## src/rtl/fns_enc_seq_9_pkg.sv

```systemverilog
// Shared widths, default Fibonacci weights and FSM state type for the
// sequential FNS encoder and its greedy step.
package fns_enc_seq_9_pkg;

  localparam int DEF_DATA_W = 6;
  localparam int DEF_CODE_W = 9;
  localparam int DEF_WGT_W  = 6;

  // Weights for bit8..bit0; bit0 sits in the least significant slice.
  localparam logic [DEF_CODE_W*DEF_WGT_W-1:0] DEF_WGT =
    {6'd34, 6'd21, 6'd13, 6'd8, 6'd5, 6'd3, 6'd2, 6'd1, 6'd1};

  typedef enum logic [1:0] {
    S_IDLE = 2'd0,
    S_CALC = 2'd1,
    S_DONE = 2'd2
  } state_e;

  function automatic int max_int(input int a, input int b);
    return (a > b) ? a : b;
  endfunction

endpackage

```

## src/rtl/fns_enc_seq_9_greedy_step.sv

```systemverilog
// One compare-subtract step of the greedy FNS encoder: emit a 1 and subtract
// the weight when the position is enabled and the remainder covers it.
module fns_greedy_step
  import fns_enc_seq_9_pkg::*;
#(
  parameter int CMP_W = DEF_DATA_W
) (
  input  logic [CMP_W-1:0] rem_i,
  input  logic [CMP_W-1:0] weight_i,
  input  logic             en_i,
  output logic             bit_o,
  output logic [CMP_W-1:0] next_rem_o
);

  always_comb begin
    bit_o      = en_i && (rem_i >= weight_i);
    next_rem_o = bit_o ? (rem_i - weight_i) : rem_i;
  end

endmodule

```

## src/rtl/fns_enc_seq_9.sv

```systemverilog
// Sequential Fibonacci-numeral-system encoder: one codeword bit per cycle,
// MSB first, against weights and enables captured at the accept edge.
module fns_enc_seq_9
  import fns_enc_seq_9_pkg::*;
#(
  parameter int DATA_W = DEF_DATA_W,
  parameter int CODE_W = DEF_CODE_W,
  parameter int WGT_W  = DEF_WGT_W
) (
  input  logic                      clk,
  input  logic                      rst_n,
  input  logic                      in_valid,
  output logic                      in_ready,
  input  logic [DATA_W-1:0]         datain,
  input  logic [CODE_W-1:0]         en_flag_in,
  input  logic [CODE_W*WGT_W-1:0]   wgt,
  output logic                      out_valid,
  input  logic                      out_ready,
  output logic [CODE_W-1:0]         codeout,
  output logic [CODE_W-1:0]         en_flag_out,
  output logic                      err
);

  localparam int CMP_W = max_int(DATA_W, WGT_W);
  localparam int IDX_W = (CODE_W > 1) ? $clog2(CODE_W) : 1;

  state_e                    state_q, state_d;
  logic [CMP_W-1:0]          rem_q, rem_d;
  logic [IDX_W-1:0]          idx_q, idx_d;
  logic [CODE_W-1:0]         code_q, code_d;
  logic [CODE_W-1:0]         en_q, en_d;
  logic [CODE_W*WGT_W-1:0]   wgt_q, wgt_d;
  logic                      err_q, err_d;

  logic [CMP_W-1:0]          cur_wgt, data_ext, step_rem;
  logic                      cur_en, step_bit;

  // Select the captured weight/enable for the current position, zero-extended.
  always_comb begin
    cur_wgt  = '0;
    cur_en   = 1'b0;
    data_ext = '0;
    for (int i = 0; i < CODE_W; i++) begin
      if (idx_q == IDX_W'(i)) begin
        cur_wgt[WGT_W-1:0] = wgt_q[i*WGT_W +: WGT_W];
        cur_en             = en_q[i];
      end
    end
    data_ext[DATA_W-1:0] = datain;
  end

  fns_greedy_step #(.CMP_W(CMP_W)) u_step (
    .rem_i      (rem_q),
    .weight_i   (cur_wgt),
    .en_i       (cur_en),
    .bit_o      (step_bit),
    .next_rem_o (step_rem)
  );

  always_comb begin
    state_d = state_q;
    rem_d   = rem_q;
    idx_d   = idx_q;
    code_d  = code_q;
    en_d    = en_q;
    wgt_d   = wgt_q;
    err_d   = err_q;
    case (state_q)
      S_IDLE: begin
        if (in_valid) begin
          state_d = S_CALC;
          rem_d   = data_ext;
          en_d    = en_flag_in;
          wgt_d   = wgt;
          idx_d   = IDX_W'(CODE_W - 1);
          code_d  = '0;
          err_d   = 1'b0;
        end
      end
      S_CALC: begin
        for (int i = 0; i < CODE_W; i++) begin
          if (idx_q == IDX_W'(i)) code_d[i] = step_bit;
        end
        rem_d = step_rem;
        // The step at position 0 decides representability.
        if (idx_q == '0) begin
          state_d = S_DONE;
          err_d   = (step_rem != '0);
        end else begin
          idx_d = idx_q - IDX_W'(1);
        end
      end
      S_DONE: begin
        if (out_ready) state_d = S_IDLE;
      end
      default: state_d = S_IDLE;
    endcase
  end

  always_ff @(posedge clk or negedge rst_n) begin
    if (!rst_n) begin
      state_q <= S_IDLE;
      rem_q   <= '0;
      idx_q   <= '0;
      code_q  <= '0;
      en_q    <= '0;
      wgt_q   <= '0;
      err_q   <= 1'b0;
    end else begin
      state_q <= state_d;
      rem_q   <= rem_d;
      idx_q   <= idx_d;
      code_q  <= code_d;
      en_q    <= en_d;
      wgt_q   <= wgt_d;
      err_q   <= err_d;
    end
  end

  assign in_ready    = (state_q == S_IDLE);
  assign out_valid   = (state_q == S_DONE);
  assign codeout     = code_q;
  assign en_flag_out = en_q;
  assign err         = err_q;

endmodule

```

## config.mk

```make
export PLATFORM = sky130hd
export DESIGN_NAME = fns_enc_seq_9
export DESIGN_NICKNAME = d
export VERILOG_FILES = /design/src/rtl/fns_enc_seq_9_pkg.sv /design/src/rtl/fns_enc_seq_9_greedy_step.sv /design/src/rtl/fns_enc_seq_9.sv
export SDC_FILE = /design/constraint.sdc
export NUM_CORES = 1
export LEC_CHECK = 0
export CORE_AREA = 2 2 100 102
export CTS_CLUSTER_DIAMETER = 120
export CTS_CLUSTER_SIZE = 24
export DETAILED_ROUTE_END_ITERATION = 10
export DIE_AREA = 0 0 102 104
export HOLD_SLACK_MARGIN = 0.15
export PLACE_DENSITY = 0.76
export SLEW_MARGIN = 5
export SYNTH_ARGS = -nofsm -noshare
export SYNTH_HDL_FRONTEND = slang
export SYNTH_HIERARCHICAL = 1
export SYNTH_SLANG_ARGS = --single-unit
```

## constraint.sdc

```tcl
create_clock -name clk -period 6.2 [get_ports clk]
set_clock_uncertainty 0.1 [all_clocks]
set_input_delay 1.24 -clock clk [delete_from_list [all_inputs] [get_ports clk]]
set_output_delay 1.24 -clock clk [all_outputs]
set_load 0.01 [all_outputs]
```

==> qor.csv <==
metric,value,unit
status,finished clean,
dpl_cell_area,0.00552,mm2
yosysSeqAreaShare,46.1,%
powerDensity,524,mW/mm2
relSlewSlack,23.0,%
synth_edf_count,0,
start_util,48.3,%
crit_path_top_delay_cell,ha_1,
avgSynthCellArea,8.50,um2
overflow,0,
end_kind,register,
yosysMostFrequentCell,nand2_1,
tightest_slew,1.15,ns
rrSetupSlack,1.60,ns
ctsHoldBuffers,0,
grt_setup_unrepaired,false,
synthArstFlopShare,100,%
via_count,4007,
cap_violations,0,
clock_latency,0.36,ns
dp_hpwl,8200,um
slew_violations,0,
drt-vias-per-instance,5.33,
dr.pass1.iters,5,
synth_area,0.00461,mm2
fmax,218,MHz
cts_buffers,9,
track_usage,21.8,%
ios,94,
p_leak,2.61,nW
path_clk_slew,0.09,ns
multi_input_area,0.00220,mm2
die_h,104,um
synth_area_leaders,"dfrtp_1 (46%), nand2_1 (15%), a21oi_1 (4.0%), ha_1 (3.0%), o21ai_0 (2.9%)",
cts_htree_levels,3,
yosysTopAreaCell,dfrtp_1,
syn_nets,627,
critPathMostFrequentCell,a21oi_1,
synthTopCellsByCount,"nand2_1 (184), dfrtp_1 (85), a21oi_1 (37)",
ys_ff_latch,85,
antenna_found_initial,0,
core-area,0.00955,mm2
cts_setup_buffers,0,
post_cts_resized,0,
yosys.area.top_type_share,46.1,%
place.port_buffers,93,
place_ws,1.71,ns
fin_crit,4.60,ns
critPathArrivalTime,4.74,ns
cts_tree,built,
worst_setup_path_start_kind,register,
cp.required,6.34,ns
grt_max_degree,86,
yosysWarnings,6,
dieWidth,102,um
max_stage_delay,0.77,ns
area_growth,24.4,%
post_drt_wl_per_cell,15.0,um
syn_inst,542,
cts.sinks,85,
setup-violations-final,0,
ys.flop_type,dfrtp_1,
cp_cell_sequence,"inv_1, ha_1, o21ai_1, a21oi_1, o21ai_1, a21oi_1, ha_1, inv_1, fa_1, a21oi_1, o2111ai_1, nand2_2, inv_4, mux2_4, or4_1, nor3_1, o21ai_0",
drive_gt1_share,5.49,%
fin_area,0.00573,mm2
seq_area,0.00213,mm2
fillerInstances,883,
cts_buffer_depth,2,
tns,0,ns
detail-route-antenna-nets,0,
wl,11300,um
num_rows,36,
dr.first_iter.drc_count,334,
hold_violations,0,
finalCritPeriodShare,74.1,%
die-area,0.0106,mm2
hp-class,register to register,
yosysUniqueCellTypes,47,
finalNetCount,699,
grt_pass1_wl,18400,um
grt_pass1_vias,3748,
n_antenna_cell,0,
root_buffer,clkbuf_8,
setup_slack,1.60,ns
critPathMaxFanout,32,
max-vdd-ir-drop,0.000218,V
drc,0,
gp_congestion,0.913,
criticalPathCategory,register to register,
-- final timing paths --
kind                               start         end  cells past startpoint
worst min register to register  wgt_q[9]    wgt_q[9]                      2
min in group asynchronous          rst_n   wgt_q[37]                      1
worst max register to register  idx_q[1]         err                     17
worst min-delay path            wgt_q[9]    wgt_q[9]                      2
worst max-delay path            idx_q[1]         err                     17
max in group asynchronous          rst_n  codeout[1]                      1
-- logic make-up (layout without fill, tap and decap cells) --
family / count (synthesis) / in the layout / share of synthesized area, %
fa+ha+maj: 12 / 12 / 3.42
buf+inv: 56 / 133 / 6.16
simple gates: 264 / 264 / 25.8
compound gates: 115 / 115 / 16.0
mux: 6 / 6 / 1.74
xor+xnor: 4 / 4 / 0.760
flops: 85 / 85 / 46.1
-- metal layers --
layer / global-route usage (%) / vias up / share of wire, %
met3: 3.23 / 25 / 5.2
met2: 33.3 / 149 / 46
met1: 31.2 / 1868 / 46
met5: 0 / - / 0
met4: 8.48 / 0 / 2.4
li1: - / 1965 / -
-- report_power, final --
group | switching [mW] | total (mW) | internal (mW)
clock | 0.203 | 0.413 | 0.211
combinational | 0.879 | 1.56 | 0.682
sequential | 0.221 | 1.03 | 0.809
-- cells in the final DEF, fill, tap and decap left out, drive strengths merged, types with 2 or more instances in the layout --
| cell | netlist | layout |
|---|---|---|
| a221oi | 5 | 5 |
| nor2 | 7 | 7 |
| nand2b | 5 | 5 |
| buf | 26 | 3 |
| xor2 | 3 | 3 |
| nor3 | 2 | 2 |
| or3b | 2 | 2 |
| a21boi | 2 | 2 |
| nand3b | 14 | 14 |
| dfrtp | 85 | 85 |
| nor2b | 18 | 18 |
| o22ai | 5 | 5 |
| a221o | 4 | 4 |
| clkdlybuf4s50 | 0 | 92 |
| nand3 | 18 | 18 |
| nand2 | 185 | 185 |
| a21o | 2 | 2 |
| nor3b | 8 | 8 |
| mux2 | 4 | 4 |
| o21ai | 34 | 34 |
| inv | 22 | 23 |
| a22oi | 6 | 6 |
| a211oi | 3 | 3 |
| a21oi | 38 | 38 |
| o31ai | 9 | 9 |
| o211ai | 2 | 2 |
| mux2i | 2 | 2 |
| o22a | 2 | 2 |
| and3b | 2 | 2 |
| clkbuf | 8 | 12 |
| ha | 11 | 11 |
-- area by class of cell --
type                    instances  share of cell area [%]
inverters                      22                    1.48
clock buffers                  12                    2.71
flip-flops and latches         85                    37.1
repair buffers                 95                    16.5
multi-input cells             401                    38.4
clock inverters                 4                   0.960
well taps                     133                    2.90
-- through the flow --
step	utilization [%]	total power, mW	instances	hold slack, ns
after floorplan	-	2.13	542	0.346
after global placement	57.8	2.50	736	0.363
after detailed placement	57.8	2.56	736	0.363
after CTS	60.0	2.99	752	0.386
after global routing	60.0	3.23	752	0.422
final	60.0	3.00	752	0.385
-- state kept, by name (all words and copies together) (netlist names) --
register,cells
idx_q,4
codeout,9
wgt_q,54
err,1
rem_q,6
state_q,2
en_flag_out,9
-- worst max-delay path: cells and delay by family (launching register included) --
| kind | cells | cell delay, ns |
|---|---|---|
| adder cells (fa/ha/maj) | 3 | 1.39 |
| AO/OA/AOI/OAI | 7 | 1.25 |
| AND/OR/NAND/NOR | 3 | 0.78 |
| flip-flops | 1 | 0.43 |
| multiplexers | 1 | 0.30 |
| buffers and inverters | 3 | 0.24 |
(Power assumes the default switching activity.)
